--- src/rtl/mem_arbiter_if.sv ---
// Purpose: bundles the fetch-side, data-side and shared-memory signals of mem_arbiter.
// Latency: none, this is wiring only.
// Backpressure: requests are held high by the requester until its ack pulse comes back.
interface mem_arbiter_if;
  logic        ifReq;
  logic [31:0] ifAddr;
  logic        ifAck;
  logic [31:0] ifData;
  logic        dmReq;
  logic        dmWe;
  logic [31:0] dmAddr;
  logic [31:0] dmWData;
  logic        dmAck;
  logic [31:0] dmData;
  logic [31:0] memAddr;
  logic [31:0] memWData;
  logic        memRead;
  logic        memWrite;
  logic [31:0] memRData;
  logic        busy;

  // Arbiter side: takes requests and memory read data, returns acks and the memory strobes.
  modport slave (
    input  ifReq, ifAddr, dmReq, dmWe, dmAddr, dmWData, memRData,
    output ifAck, ifData, dmAck, dmData, memAddr, memWData, memRead, memWrite, busy
  );

  // Requester/memory side: the mirror image of the arbiter view.
  modport master (
    output ifReq, ifAddr, dmReq, dmWe, dmAddr, dmWData, memRData,
    input  ifAck, ifData, dmAck, dmData, memAddr, memWData, memRead, memWrite, busy
  );
endinterface

--- src/rtl/mem_arbiter.sv ---
// Purpose: shares one memory port between instruction fetch and data access (IDLE/BUSY/DONE FSM).
// Latency: a request sampled in IDLE gets its ack LATENCY+1 cycles later; one transaction per LATENCY+2 cycles.
// Backpressure: requests are only sampled in IDLE; a held request waits through BUSY/DONE.
// Build option: define ARB_ROUND_ROBIN_EN for round-robin tie-break, otherwise the data side wins ties.
module mem_arbiter #(
  parameter int LATENCY = 2
) (
  input logic          clk,
  input logic          rst,
  mem_arbiter_if.slave bus
);

  typedef enum logic [1:0] {IDLE = 2'd0, BUSY = 2'd1, DONE = 2'd2} state_t;

  localparam logic       GNT_IF   = 1'b0;
  localparam logic       GNT_DM   = 1'b1;
  localparam logic [3:0] CNT_LOAD = 4'(LATENCY - 1);

  state_t      state, state_nxt;
  logic [3:0]  cnt, cnt_nxt;
  logic        grant, grant_nxt;
  logic        lat_we, lat_we_nxt;
  logic [31:0] lat_addr, lat_addr_nxt;
  logic [31:0] lat_wdata, lat_wdata_nxt;
  logic [31:0] if_data, dm_data;
  logic        capture;
  logic        tie_dm;

`ifdef ARB_ROUND_ROBIN_EN
  logic last_grant;

  // A tie goes to whichever side was not served last.
  assign tie_dm = (last_grant == GNT_IF);

  // Remember the side of every grant taken in IDLE.
  always_ff @(posedge clk or negedge rst) begin
    if (!rst)
      last_grant <= GNT_IF;
    else if (state == IDLE && (bus.ifReq || bus.dmReq))
      last_grant <= grant_nxt;
  end
`else
  // Data side is the older pipeline stage, so it always wins a tie.
  assign tie_dm = 1'b1;
`endif

  // FSM state and latched transaction registers.
  always_ff @(posedge clk or negedge rst) begin
    if (!rst) begin
      state     <= IDLE;
      cnt       <= 4'd0;
      grant     <= GNT_IF;
      lat_we    <= 1'b0;
      lat_addr  <= 32'd0;
      lat_wdata <= 32'd0;
    end else begin
      state     <= state_nxt;
      cnt       <= cnt_nxt;
      grant     <= grant_nxt;
      lat_we    <= lat_we_nxt;
      lat_addr  <= lat_addr_nxt;
      lat_wdata <= lat_wdata_nxt;
    end
  end

  // Next-state decode and all memory/ack outputs; mem strobes are only driven in BUSY.
  always_comb begin
    state_nxt     = state;
    cnt_nxt       = cnt;
    grant_nxt     = grant;
    lat_we_nxt    = lat_we;
    lat_addr_nxt  = lat_addr;
    lat_wdata_nxt = lat_wdata;
    capture       = 1'b0;
    bus.memAddr   = 32'd0;
    bus.memWData  = 32'd0;
    bus.memRead   = 1'b0;
    bus.memWrite  = 1'b0;
    bus.ifAck     = 1'b0;
    bus.dmAck     = 1'b0;
    bus.busy      = (state != IDLE);
    case (state)
      IDLE: begin
        if (bus.ifReq || bus.dmReq) begin
          grant_nxt = (bus.dmReq && (!bus.ifReq || tie_dm)) ? GNT_DM : GNT_IF;
          if (grant_nxt == GNT_DM) begin
            lat_addr_nxt  = bus.dmAddr;
            lat_we_nxt    = bus.dmWe;
            lat_wdata_nxt = bus.dmWData;
          end else begin
            lat_addr_nxt  = bus.ifAddr;
            lat_we_nxt    = 1'b0;
            lat_wdata_nxt = 32'd0;
          end
          cnt_nxt   = CNT_LOAD;
          state_nxt = BUSY;
        end
      end
      BUSY: begin
        bus.memAddr  = lat_addr;
        bus.memWData = lat_wdata;
        bus.memRead  = !lat_we;
        // Single write strobe on the final access cycle.
        bus.memWrite = lat_we && (cnt == 4'd0);
        if (cnt != 4'd0) begin
          cnt_nxt = cnt - 4'd1;
        end else begin
          capture   = !lat_we;
          state_nxt = DONE;
        end
      end
      DONE: begin
        bus.ifAck = (grant == GNT_IF);
        bus.dmAck = (grant == GNT_DM);
        state_nxt = IDLE;
      end
      default: state_nxt = IDLE;
    endcase
  end

  // Read-data registers: only the granted side is updated, and only by a read.
  always_ff @(posedge clk or negedge rst) begin
    if (!rst) begin
      if_data <= 32'd0;
      dm_data <= 32'd0;
    end else if (capture) begin
      if (grant == GNT_IF)
        if_data <= bus.memRData;
      else
        dm_data <= bus.memRData;
    end
  end

  assign bus.ifData = if_data;
  assign bus.dmData = dm_data;

endmodule
--- src/flat_wrapper.sv ---
// flat-port wrapper written by rule: the top's interface ports become plain ports
module mem_arbiter_flat 
#(
  parameter int LATENCY = 2
)
  (clk, rst, bus_ifReq, bus_ifAddr, bus_dmReq, bus_dmWe, bus_dmAddr, bus_dmWData, bus_memRData, bus_ifAck, bus_ifData, bus_dmAck, bus_dmData, bus_memAddr, bus_memWData, bus_memRead, bus_memWrite, bus_busy);
  mem_arbiter_if bus_i ();
  input logic clk;
  input logic rst;
  input wire logic [$bits(bus_i.ifReq)-1:0] bus_ifReq;
  input wire logic [$bits(bus_i.ifAddr)-1:0] bus_ifAddr;
  input wire logic [$bits(bus_i.dmReq)-1:0] bus_dmReq;
  input wire logic [$bits(bus_i.dmWe)-1:0] bus_dmWe;
  input wire logic [$bits(bus_i.dmAddr)-1:0] bus_dmAddr;
  input wire logic [$bits(bus_i.dmWData)-1:0] bus_dmWData;
  input wire logic [$bits(bus_i.memRData)-1:0] bus_memRData;
  output wire logic [$bits(bus_i.ifAck)-1:0] bus_ifAck;
  output wire logic [$bits(bus_i.ifData)-1:0] bus_ifData;
  output wire logic [$bits(bus_i.dmAck)-1:0] bus_dmAck;
  output wire logic [$bits(bus_i.dmData)-1:0] bus_dmData;
  output wire logic [$bits(bus_i.memAddr)-1:0] bus_memAddr;
  output wire logic [$bits(bus_i.memWData)-1:0] bus_memWData;
  output wire logic [$bits(bus_i.memRead)-1:0] bus_memRead;
  output wire logic [$bits(bus_i.memWrite)-1:0] bus_memWrite;
  output wire logic [$bits(bus_i.busy)-1:0] bus_busy;
  assign bus_i.ifReq = bus_ifReq;
  assign bus_i.ifAddr = bus_ifAddr;
  assign bus_i.dmReq = bus_dmReq;
  assign bus_i.dmWe = bus_dmWe;
  assign bus_i.dmAddr = bus_dmAddr;
  assign bus_i.dmWData = bus_dmWData;
  assign bus_i.memRData = bus_memRData;
  assign bus_ifAck = bus_i.ifAck;
  assign bus_ifData = bus_i.ifData;
  assign bus_dmAck = bus_i.dmAck;
  assign bus_dmData = bus_i.dmData;
  assign bus_memAddr = bus_i.memAddr;
  assign bus_memWData = bus_i.memWData;
  assign bus_memRead = bus_i.memRead;
  assign bus_memWrite = bus_i.memWrite;
  assign bus_busy = bus_i.busy;
  mem_arbiter #(.LATENCY(LATENCY)) u_core (.clk(clk), .rst(rst), .bus(bus_i));
endmodule
--- config.mk ---
export PLATFORM = sky130hd
export DESIGN_NAME = mem_arbiter_flat
export DESIGN_NICKNAME = d
export VERILOG_FILES = /design/src/rtl/mem_arbiter_if.sv /design/src/rtl/mem_arbiter.sv /design/src/flat_wrapper.sv
export SDC_FILE = /design/constraint.sdc
export NUM_CORES = 1
export LEC_CHECK = 0
export CAP_MARGIN = 20
export CORE_AREA = 2 2 125 127
export CTS_CLUSTER_SIZE = 12
export DETAILED_ROUTE_END_ITERATION = 10
export DIE_AREA = 0 0 127 129
export PLACE_DENSITY = 0.77
export SETUP_SLACK_MARGIN = 0.2
export SLEW_MARGIN = 20
export SYNTH_ARGS = -nofsm -noshare
export SYNTH_HDL_FRONTEND = slang
export SYNTH_SLANG_ARGS = --single-unit
--- constraint.sdc ---
create_clock -name clk -period 5.7 [get_ports clk]
set_clock_uncertainty 0.2 [all_clocks]
set_input_delay 1.14 -clock clk [delete_from_list [all_inputs] [get_ports clk]]
set_output_delay 1.14 -clock clk [all_outputs]
set_load 0.05 [all_outputs]
# --- Word level (Yosys, flattened, before mapping) ---
# Index checks and enable logic that the tools add are counted.
totals:
  reg_bits: 136
  in_bits: 133
  output_inout_bits: 133
  elab_cells: 46
classes:
  n_addsub: 1
  eq_ne: 5
  muxes: 18
  n_bitwise: 1
  reduce_logical: 13
ops:
  columns: ["cell", "count"]
  rows:
  - ["$mux W32", 4]
  - ["$mux W1", 8]
  - ["$mux W4", 2]
  - ["$pmux W4 S2", 1]
  - ["$reduce_and A2 Y1", 4]
  - ["$logic_not A4 Y1", 1]
  - ["$mux W2", 2]
  - ["$ne A2 B1 Y1 const B", 2]
  - ["$pmux W2 S2", 1]
  - ["$reduce_bool A2 Y1", 2]
  - ["$reduce_bool A4 Y1", 1]
  - ["$sub A4 B1 Y4 const B", 1]
  - ["$reduce_and A3 Y1", 1]
  - ["$eq A2 B1 Y1 const B", 1]
  - ["$eq A2 B2 Y1 const B", 1]
  - ["$logic_not A2 Y1", 1]
  - ["$ne A2 B2 Y1 const B", 1]
  - ["$logic_and A1 B1 Y1", 1]
  - ["$logic_not A1 Y1", 1]
  - ["$logic_or A1 B1 Y1", 1]
  - ["$not A1 Y1", 1]

# --- Depth between registers and ports, before layout ---
# Gate-level depths: netlist (run 1).
logic_depth:
  ltp_word: 4
  ltp_mapped: 7
  mapped_depth_nobuf: 5

# --- Worst setup path before layout (run 1) ---
# No wires, ideal clock.
synth_path:
  kind: "flip-flop to output port"
  start: "register u_core.state[1]"
  end: "output port bus_ifAck"
  arrival_time_ps: 1563
  required_time_ps: 4360
  path_slack_ps: 2797
  stages_incl_launch_ff: 2
  path_buffers: 0
  cell_sequence: "dfrtp_1 -> nor3b_1"
synth_between:
  elab_chain_cells: 2
synth_rtl:
  columns: ["element", "line", "source"]
  rows:
  - ["start: declaration", "mem_arbiter.sv:19", "state_t state, state_nxt;"]
  - ["start signal: assignment", "mem_arbiter.sv:57", "state <= state_nxt;"]
  - ["$eq A2 B2 Y1", "mem_arbiter.sv:82", "case (state)"]
  - ["$mux W1", "mem_arbiter.sv:82", null]
  - ["end: declaration", "flat_wrapper.sv:17", "output wire logic [$bits(bus_i.ifAck)-1:0] bus_ifAck;"]
# Every way passes these cells.

# --- Final worst setup path (run 1) ---
layout_path:
  start: "register u_core.state[1]"
  end: "output port bus_memWData[26]"
layout_between:
  elab_chain_cells: 2
layout_rtl:
  columns: ["element", "line", "source"]
  rows:
  - ["$eq A2 B1 Y1", "mem_arbiter.sv:82", null]
  - ["$mux W32", "mem_arbiter.sv:82", null]
  - ["end: declaration", "flat_wrapper.sv:22", "output wire logic [$bits(bus_i.memWData)-1:0] bus_memWData;"]
# Every way passes these cells.

==> out/qor.txt, run 1 <==
Status -> finished, final reports clean
Clock sink count -> 136
Synth warnings -> 0
XOR/XNOR Fraction of Synth Area -> 0
TritonCTS Buffers -> 17
Setup_tns -> 0 ns
Power Density -> 711 mW/mm^2
Port Buffers -> 265
Largest net degree at the start of global routing -> 77
Pre-antenna DRT Iters -> 4
Global route overflow -> 0
Residual DRC -> 0
Std cell rows -> 45
Min-Delay Path Class -> register to register
Total die area -> 0.0164 mm^2
Violation count after the first detailed-routing iteration -> 215
Fin area -> 0.00941 mm^2
Hold slack -> 0.288 ns
Slew Viols, Final -> 0
Core area -> 0.0150 mm^2
ANT cells -> 0
ANT nets after route -> 0
Vias in the first global route -> 4931
Post-Synth Simple-Gate Area -> 0.0884
Via count -> 4684
Final Setup Violations -> 0
Die span in x -> 127 um
Post-synthesis cell count -> 465
Hold Path Stages -> 1
Reg2Reg Depth -> 6
Post-CTS setup buffers -> 0
Clock Path Buffers -> 2
F_max -> 0.261 GHz
Post-DP HPWL -> 11400 um
Clock Root Buffer -> clkbuf_16
Initial antenna violation count -> 0
First-pass GRT wire length -> 25800 um
Worst IR Drop VDD -> 326 uV
Crit. End Element -> output pin
Sequential share of the synthesized area -> 0.566
Area Growth Syn to Fin -> 56.4%
Fraction of layout cells with a size suffix above 1 -> 0.153
Worst Setup Start Kind -> register
DR vias/cell -> 5.09
Non-filler cells, final -> 920
GPL Wtd Cong -> 0.785
Max_cap viols -> 0
Worst-Skew Late Latency -> 0.41 ns
IO Pins -> 266
All-Layer GR Usage -> 0.199
RSZ-0062 raised after global routing -> no
Worst-path clk slew -> 0.06 ns
WP data arrival -> 2.50 ns
CTS tree -> built
Tmin final -> 3.84 ns
Largest family of logic cells by synthesized area -> multiplexers
H-tree Lvls -> 4
Adder-cell share of the synthesized area -> 0.00416
Max transition margin -> 0.492
Fin crit share -> 0.673
DIE HEIGHT -> 129 um
LEAKAGE -> 4.12 nW
Syn nets -> 600
Final hold vios -> 0
Synthesized area -> 0.00602 mm^2
Crit path max fanout -> 48
Routed WL -> 16100 um
Area fraction in compound gates after synthesis -> 0.110
Actual slew at the worst max-slew pin -> 0.762 ns
Post-CTS sizing -> 0
Mux share of post-synthesis cell area -> 0.195
Library cells used by synthesis -> 32
Hold_buf cts -> 0
Routed length per placed instance -> 17.5 um
DP Area -> 0.00878 mm^2
Synth Register Bits -> 136
Worst path required time -> 4.36 ns
Placed insts -> 888
Mapped Avg Cell Area -> 12.9 um^2
WS Path Type -> register to output pin
Initial Utilization -> 0.402
Net count, final -> 855
worst max-delay path, cell delays in order, from the launching register on:
cell,delay [ns]
dfrtp_1,0.45
nor2b_4,0.37
buf_12,0.24
and2_1,0.20
clkdlybuf4s50_1,0.82
layout by cell type (no fill, tap or decap), types with 2 or more instances in the layout:
master and instances:
clkdlybuf4s50_1 263, dfrtp_1 136, o21ai_0 69, and2_1 65, mux2_2 33, mux2i_1 33
a22o_1 33, mux2_4 30, clkbuf_16 17, clkbuf_8 5, buf_4 5, inv_1 4
inv_6 3, nor2_1 2, nor3b_1 2, mux2_1 2, nor2_2 2, ha_1 2
bufinv_16 2, clkinvlp_4 2, clkinv_2 2
logic make-up after synthesis:
logic type	Yosys count
flops	136
compound gates	106
mux	98
simple gates	83
buf+inv	40
fa+ha+maj	2
synth_stat cells:
| master | count | share of area |
|---|---|---|
| ha_1 | 2 | 0.0042 |
| o221ai_1 | 1 | 0.0015 |
| mux2_4 | 30 | 0.075 |
| or4b_1 | 1 | 0.0017 |
| or2_2 | 2 | 0.0021 |
| nor3_1 | 1 | 0.00083 |
| and2_1 | 65 | 0.068 |
| a21boi_0 | 1 | 0.0012 |
| and3b_2 | 1 | 0.0017 |
| or2b_1 | 1 | 0.0012 |
| buf_12 | 3 | 0.010 |
| nor2b_1 | 1 | 0.0010 |
| nor2_1 | 4 | 0.0025 |
| o22ai_1 | 1 | 0.0010 |
| buf_6 | 1 | 0.0019 |
| mux2_2 | 33 | 0.062 |
| nand2b_1 | 1 | 0.0010 |
| inv_1 | 4 | 0.0025 |
| buf_2 | 9 | 0.0075 |
| nand4bb_1 | 1 | 0.0019 |
| buf_1 | 1 | 0.00062 |
| nand4b_1 | 1 | 0.0015 |
| dfrtp_1 | 136 | 0.57 |
| nand3_1 | 1 | 0.00083 |
| o21ai_0 | 69 | 0.057 |
| a22o_1 | 33 | 0.048 |
| mux2_1 | 2 | 0.0037 |
| a21o_1 | 1 | 0.0012 |
| clkbuf_1 | 22 | 0.014 |
| nor3b_1 | 2 | 0.0025 |
| mux2i_1 | 33 | 0.055 |
| nor3b_2 | 1 | 0.0021 |
final timing paths:
path                                                   start                           endpoint  slack [ns]
min reg2reg                u_core.bus.dmData[31]$_DFFE_PN0P_  u_core.bus.dmData[31]$_DFFE_PN0P_        0.29
min                        u_core.bus.dmData[31]$_DFFE_PN0P_  u_core.bus.dmData[31]$_DFFE_PN0P_        0.29
min in group asynchronous                                rst  u_core.bus.ifData[25]$_DFFE_PN0P_        0.56
max in group asynchronous                                rst  u_core.bus.ifData[17]$_DFFE_PN0P_        3.52
max reg2reg                        u_core.cnt[1]$_DFFE_PN0P_  u_core.bus.ifData[10]$_DFFE_PN0P_        3.25
max                              u_core.state[1]$_DFFE_PN0P_                   bus_memWData[26]        1.86
power by group:
| group | switching [W] | leakage (nW) | internal (W) |
|---|---|---|---|
| Combinational | 0.00243 | 2.17 | 0.00146 |
| Sequential | 0.000264 | 1.65 | 0.00144 |
| Clock | 0.000400 | 0.295 | 0.000703 |
state kept, by name, indices dropped and copies added, names as in the netlist:
register           cells
u_core.lat_wdata      32
u_core.lat_addr       32
u_core.bus.dmData     32
u_core.lat_we          1
u_core.grant           1
u_core.state           2
u_core.bus.ifData     32
u_core.cnt             4
area by class of cell:
class                           instances  area (um^2)
Clock buffer                           22          494
Clock inverter                          9          111
Fill cell                            1164         5570
Inverter                                4         15.0
Multi-Input combinational cell        289         2420
Sequential cell                       136         3400
Tap cell                              188          235
Timing Repair Buffer                  272         2730
metal layers:
metal  track usage  wire length (um)
met1         0.249              6720
met2         0.334              7880
met3        0.0532              1080
met4        0.0730               382
met5             0                 0
per-stage QoR:
step / setup slack (ns) / utilization / total power (W)
2_1_floorplan: 2.80 / - / 0.00429
3_3_place_gp: 1.91 / 0.584 / 0.00549
3_5_place_dp: 1.85 / 0.586 / 0.00559
4_1_cts: 1.41 / 0.627 / 0.00672
5_1_grt: 1.73 / 0.628 / 0.00701
6_report: 1.86 / 0.628 / 0.00669
No activity file was read; power rests on OpenSTA's default activity.
==> run 2, diff against run 1 <==
==> constraint.sdc (replaced) <==
create_clock -name clk -period 3.6 [get_ports clk]
set_clock_uncertainty 0.2 [all_clocks]
set_input_delay 0.72 -clock clk [delete_from_list [all_inputs] [get_ports clk]]
set_output_delay 0.72 -clock clk [all_outputs]
set_load 0.05 [all_outputs]
==> run 2 against run 1 <==
- global-route usage decreased by 0.054 points
- sequential power grew 59%
- wire length up 1.2%
- via count grew 1.1%
- largest cell class unchanged
- largest power group unchanged
- highest routed layer unchanged
==> out/qor.txt, run 2 (same netlist as run 1, synthesis figures left out) <==
IO Pins -> 266 (unchanged)
Total die area -> 0.0164 mm^2 (unchanged)
Final Setup Violations -> 0 (unchanged)
Slew Viols, Final -> 0 (unchanged)
LEAKAGE -> 4.28 nW (+3.8%)
GPL Wtd Cong -> 0.751 (-4.4%)
Fraction of layout cells with a size suffix above 1 -> 0.156 (+0.00324)
WS Path Type -> register to output pin
R2r startpoint -> u_core.state[1]$_DFFE_PN0P_
RSZ-0062 raised after global routing -> no
Buffers and inverters on the worst path -> 1 (-1)
Final hold vios -> 0 (unchanged)
Total Power -> 0.0104 W (+55%)
Port Buffers -> 265 (unchanged)
ANT cells -> 0 (unchanged)
Pre-antenna DRT Iters -> 4 (unchanged)
Violation count after the first detailed-routing iteration -> 181 (-16%)
Net count, final -> 858 (+0.35%)
Core area -> 0.0150 mm^2 (unchanged)
Power Density -> 1110 mW/mm^2 (+56%)
CTS tree -> built
Worst path required time -> 2.68 ns (-1.68 ns)
Post-DP HPWL -> 11500 um (+0.75%)
Most common cell after layout, fill and taps aside -> clkdlybuf4s50_1
DP Area -> 0.00882 mm^2 (+0.40%)
Status -> finished, final reports clean
Worst IR Drop VDD -> 579 uV (+78%)
Vias in the first global route -> 4824 (-2.2%)
ANT nets after route -> 0 (unchanged)
Residual DRC -> 0 (unchanged)
Largest net degree at the start of global routing -> 80 (+3.9%)
TritonCTS Buffers -> 17 (unchanged)
Post-CTS setup buffers -> 0 (unchanged)
Max transition margin -> 0.536 (+0.0436)
Final Util -> 0.626 (-0.00234)
Std cell rows -> 45 (unchanged)
Crit. End Element -> output pin
Worst-path clk slew -> 0.06 ns (about the same)
Critical path cell sequence -> nor2b_4 > and2_1 > clkdlybuf4s50_1
Slowest-stage cell, CP -> clkdlybuf4s50_1
Min-Delay Path Class -> primary input to asynchronous set/reset pin
Clock Path Buffers -> 2 (unchanged)
Routed WL -> 16300 um (+1.2%)
H-tree Lvls -> 4 (unchanged)
Tmin final -> 3.28 ns
F_max -> 0.305 GHz
Reg2Reg Depth -> 4 (-2)
Worst Setup Start Kind -> register
Clock Root Buffer -> clkbuf_16
First-pass GRT wire length -> 25300 um (-1.8%)
Setup_tns -> 0 ns (unchanged)
Worst R2R End -> u_core.bus.ifData[10]$_DFFE_PN0P_
Fin crit share -> 0.911
Hold_buf cts -> 0 (unchanged)
Fin area -> 0.00937 mm^2 (-0.37%)
Die span in x -> 127 um (unchanged)
Max stage delay on crit path -> 0.85 ns (+0.03 ns)
Hold slack -> 0.0790 ns (-0.209 ns)
Routed length per placed instance -> 17.6 um (+0.71%)
WP data arrival -> 2.36 ns (-0.14 ns)
Initial Utilization -> 0.402 (unchanged)
Worst-Skew Late Latency -> 0.40 ns (about the same)
Area Growth Syn to Fin -> 55.8%
Clock sink count -> 136 (unchanged)
Global route overflow -> 0 (unchanged)
DIE HEIGHT -> 129 um (unchanged)
Via count -> 4736 (+1.1%)
Max_cap viols -> 0 (unchanged)
Initial antenna violation count -> 0 (unchanged)
Most frequent cells in the layout -> clkdlybuf4s50_1 (225), dfrtp_1 (136), o21ai_0 (69), and2_1 (65), dlygate4sd2_1 (37)
All-Layer GR Usage -> 0.198 (-0.000537)
Reg2Reg Setup Slack -> 1.10 ns (-2.15 ns)
Crit path max fanout -> 15 (-69%)
DR vias/cell -> 5.13 (+0.67%)
Actual slew at the worst max-slew pin -> 0.697 ns (-0.0653 ns)
CP delay by family, top -> buffers and inverters
run 2: routing by layer:
metal / wire (um) / part of all wire / GRT usage
met1: 6800 / 0.42 / 0.246
met2: 8010 / 0.49 / 0.337
met3: 1080 / 0.066 / 0.0495
met4: 369 / 0.023 / 0.0776
met5: 0 / 0 / 0
run 2: what timing repair did:
action                     CTS  global route
gates cloned                 1             0
resized for setup           37             2
setup endpoints to repair   37             4
run 2: how the worst max path moves through the flow:
stage	from	endpoint	slack, ns	cells after the start
2_1_floorplan	u_core.state[1]$_DFFE_PN0P_	bus_ifAck	1.12	1
3_3_place_gp	u_core.state[1]$_DFFE_PN0P_	bus_memAddr[18]	0.52	4
3_5_place_dp	u_core.state[1]$_DFFE_PN0P_	bus_memAddr[10]	0.42	4
4_1_cts	u_core.state[1]$_DFFE_PN0P_	bus_memWrite	0.14	4
5_1_grt	u_core.state[1]$_DFFE_PN0P_	bus_memWData[26]	0.21	3
6_report	u_core.state[1]$_DFFE_PN0P_	bus_memWData[26]	0.32	3
run 2: power breakdown:
part	leakage, nW	switching (W)	internal (W)	total, W
logic	2.34	0.00383	0.00217	0.00600
clock network	0.285	0.000653	0.00104	0.00170
registers	1.65	0.000423	0.00228	0.00270
run 2: worst reg2reg max path, delay by kind of cell, from the launching register on:
family,cells,cell delay [ns]
muxes,1,0.38
and+or+nand+nor,2,0.94
buffers and inverters,1,0.34
DFF,1,0.52
run 2: area by class of cell:
cell class | count | area (um^2)
fillers | 1147 | 5600
flip-flops and latches | 136 | 3400
repair buffers | 274 | 2710
multi-input cells | 290 | 2430
clock buffers | 19 | 443
well taps | 188 | 235
clock inverters | 13 | 143
inverters | 4 | 15.0
run 2: through the flow:
stage / std cells / setup WS, ns
4_1_cts: 924 / 0.138
6_report: 924 / 0.319
2_1_floorplan: 465 / 1.12
3_5_place_dp: 891 / 0.416
3_3_place_gp: 890 / 0.516
5_1_grt: 924 / 0.215
==> run 3, diff against run 2 <==
--- a/config.mk
+++ b/config.mk
@@ -6,13 +6,14 @@
 export NUM_CORES = 1
 export LEC_CHECK = 0
 export CAP_MARGIN = 20
-export CORE_AREA = 2 2 125 127
+export CORE_AREA = 2 2 123 125
 export CTS_CLUSTER_SIZE = 12
 export DETAILED_ROUTE_END_ITERATION = 10
-export DIE_AREA = 0 0 127 129
-export PLACE_DENSITY = 0.77
+export DIE_AREA = 0 0 125 127
+export PLACE_DENSITY = 0.79
 export SETUP_SLACK_MARGIN = 0.2
 export SLEW_MARGIN = 20
 export SYNTH_ARGS = -nofsm -noshare
 export SYNTH_HDL_FRONTEND = slang
 export SYNTH_SLANG_ARGS = --single-unit
+export TNS_END_PERCENT = 1
==> run 3 against run 2 <==
- combinational power increased by 2%
- first-iteration DRC count rose by 13%
- non-clock buffer count decreased by 1
- global-route usage up 0.40 points
- sequential cell count unchanged
- sequential power about the same
- utilization up 2.3 points
- register-to-register slack improved by 0.02 ns
- worst hold slack gained 0.15 ns
- cell area down 0.20%
- clock power shrank 2%
- critical path type unchanged
- largest cell class unchanged
- largest power group unchanged
==> out/qor.txt, run 3 (same netlist as run 1, synthesis figures left out) <==
Status -> finished, final reports clean
Total die area -> 0.0159 mm^2 (-3.1%)
Reg2Reg Setup Slack -> 1.12 ns (+0.02 ns)
Crit. End Element -> output pin
Fin crit share -> 0.929 (+0.0175)
Vias in the first global route -> 4800 (-0.50%)
Crit path max fanout -> 6 (-9)
Hold_buf cts -> 0 (unchanged)
WS Path Type -> register to output pin
Post-DP HPWL -> 11100 um (-3.8%)
Residual DRC -> 0 (unchanged)
P_sw -> 0.00487 W (-0.80%)
Worst path required time -> 2.68 ns (about the same)
Fraction of layout cells with a size suffix above 1 -> 0.150 (-0.00639)
Worst Setup Start Kind -> register
Sequential share of power -> 0.256 (-0.003)
CP endpoint -> bus_memWrite
Initial antenna violation count -> 0 (unchanged)
Clock network power share -> 0.158 (-0.005)
Power Density -> 1120 mW/mm^2 (+1.0%)
Reg2Reg Depth -> 6 (+2)
Clock Root Buffer -> clkbuf_16
Area Growth Syn to Fin -> 55.5%
DIE HEIGHT -> 127 um (-1.6%)
Pint -> 0.00562 W (+2.3%)
RSZ-0062 raised after global routing -> yes
Via count -> 4667 (-1.5%)
Slew Viols, Final -> 0 (unchanged)
Worst-path clk slew -> 0.06 ns (about the same)
Core area -> 0.0144 mm^2 (-3.7%)
DP Area -> 0.00877 mm^2 (-0.54%)
Actual slew at the worst max-slew pin -> 0.859 ns (+0.162 ns)
Most frequent cells in the layout -> clkdlybuf4s50_1 (261), dfrtp_1 (136), o21ai_0 (69), and2_1 (65)
Global route overflow -> 0 (unchanged)
Hold slack -> 0.226 ns (+0.147 ns)
Fin area -> 0.00936 mm^2 (-0.20%)
Buffers and inverters on the worst path -> 1 (unchanged)
All-Layer GR Usage -> 0.202 (+0.00399)
Final Setup Violations -> 0 (unchanged)
Clock sink count -> 136 (unchanged)
Max stage delay on crit path -> 0.82 ns (-0.03 ns)
Critical path cell sequence -> or2b_1 > nor3_1 > and2_1 > clkdlybuf4s50_1
ANT nets after route -> 0 (unchanged)
CP delay by family, top -> buffers and inverters
Slowest-stage cell, CP -> clkdlybuf4s50_1
First-pass GRT wire length -> 25600 um (+0.92%)
Tmin final -> 3.34 ns (+0.0631 ns)
GPL Wtd Cong -> 0.795 (+5.9%)
H-tree Lvls -> 4 (unchanged)
Net count, final -> 856 (-0.23%)
Port Buffers -> 265 (unchanged)
Min-Delay Path Class -> primary input to asynchronous set/reset pin
Worst IR Drop VDD -> 511 uV (-12%)
Worst Setup SP -> u_core.state[1]$_DFFE_PN0P_
Max transition margin -> 0.427 (-0.108)
IO Pins -> 266 (unchanged)
Die span in x -> 125 um (-1.6%)
Clock Path Buffers -> 2 (unchanged)
Sw frac -> 0.464 (-0.00759)
Worst R2R End -> u_core.bus.ifData[1]$_DFFE_PN0P_
CTS tree -> built
Comb power frac -> 0.586 (+0.009)
F_max -> 0.299 GHz (-1.9%)
Std cell rows -> 44 (-2.2%)
Largest net degree at the start of global routing -> 112 (+40%)
ANT cells -> 0 (unchanged)
R2r startpoint -> u_core.cnt[1]$_DFFE_PN0P_
TritonCTS Buffers -> 17 (unchanged)
Pre-CTS setup slack -> 0.628 ns (+0.212 ns)
DR vias/cell -> 5.08 (-0.81%)
Pre-antenna DRT Iters -> 4 (unchanged)
Most common cell after layout, fill and taps aside -> clkdlybuf4s50_1
Violation count after the first detailed-routing iteration -> 204 (+13%)
Routed length per placed instance -> 17.3 um (-1.4%)
Routed WL -> 15900 um (-2.1%)
Worst Setup Slack, final -> 0.256 ns (-0.0631 ns)
Post-CTS setup buffers -> 0 (unchanged)
Worst-Skew Late Latency -> 0.42 ns (+0.02 ns)
WP data arrival -> 2.42 ns (+0.06 ns)
Initial Utilization -> 0.417 (+0.0154)
Worst path depth -> 4 (+1)
LEAKAGE -> 4.10 nW (-4.1%)
Final hold vios -> 0 (unchanged)
Setup_tns -> 0 ns (unchanged)
Max_cap viols -> 0 (unchanged)
[run 3: changes by cell type in the layout (fill, tap and decap cells not counted), moves of 2 or more]
cell / before / now
clkbuf_8: 1 / 3
dlygate4sd2_1: 37 / 1
clkbuf_1: 1 / 5
inv_6: 4 / 0
clkdlybuf4s50_1: 225 / 261
[run 3: timing repair]
item,in CTS,in global routing
resized for setup,1,1
pin swaps,0,0
setup endpoints to repair,19,63
[run 3: how the worst min path moves through the flow]
stage	from	to	slack, ns
global placement	u_core.bus.dmData[0]$_DFFE_PN0P_	u_core.bus.dmData[0]$_DFFE_PN0P_	0.28
floorplan	rst	u_core.bus.dmData[0]$_DFFE_PN0P_	0.22
detailed placement	u_core.lat_wdata[11]$_DFFE_PN0P_	u_core.lat_wdata[11]$_DFFE_PN0P_	0.28
finish	rst	u_core.lat_addr[16]$_DFFE_PN0P_	0.23
global route	rst	u_core.lat_addr[16]$_DFFE_PN0P_	0.30
CTS	rst	u_core.lat_addr[13]$_DFFE_PN0P_	0.28
[run 3: stage by stage]
step,cells,util,power [W]
2_1_floorplan,465,-,0.00680
3_3_place_gp,886,0.608,0.00872
3_5_place_dp,886,0.608,0.00883
4_1_cts,918,0.647,0.0105
5_1_grt,918,0.649,0.0110
6_report,918,0.649,0.0105
[run 3: final cells by class]
class,instances,area [um^2]
Fill cell,1096,5070
Tap cell,184,230
Multi-Input combinational cell,289,2430
Clock buffer,24,472
Inverter,4,15.0
Clock inverter,8,96.3
Timing Repair Buffer,273,2710
Sequential cell,136,3400
[run 3: power by group through the flow]
| stage | combinational [W] | clock, W | sequential (W) |
|---|---|---|---|
| after global placement | 0.00607 | 0 | 0.00265 |
| after CTS | 0.00616 | 0.00169 | 0.00268 |
| after detailed placement | 0.00614 | 0 | 0.00269 |
| after global routing | 0.00642 | 0.00177 | 0.00278 |
| after floorplan | 0.00290 | 0 | 0.00390 |
| final | 0.00614 | 0.00166 | 0.00269 |
[run 3: layer usage]
layer | GRT usage | wire length, um | up-vias
li1 | - | - | 2146
met1 | 0.256 | 6740 | 2274
met2 | 0.332 | 7600 | 221
met3 | 0.0586 | 1190 | 26
met4 | 0.0771 | 387 | 0
met5 | 0 | 0 | -
[run 3: worst reg2reg max path, cell delays in order (launching register included)]
cell and delay (ns):
dfrtp_1 0.38, inv_1 0.11, ha_1 0.20, nand2b_1 0.12
or4b_2 0.63, buf_4 0.34, mux2_4 0.39
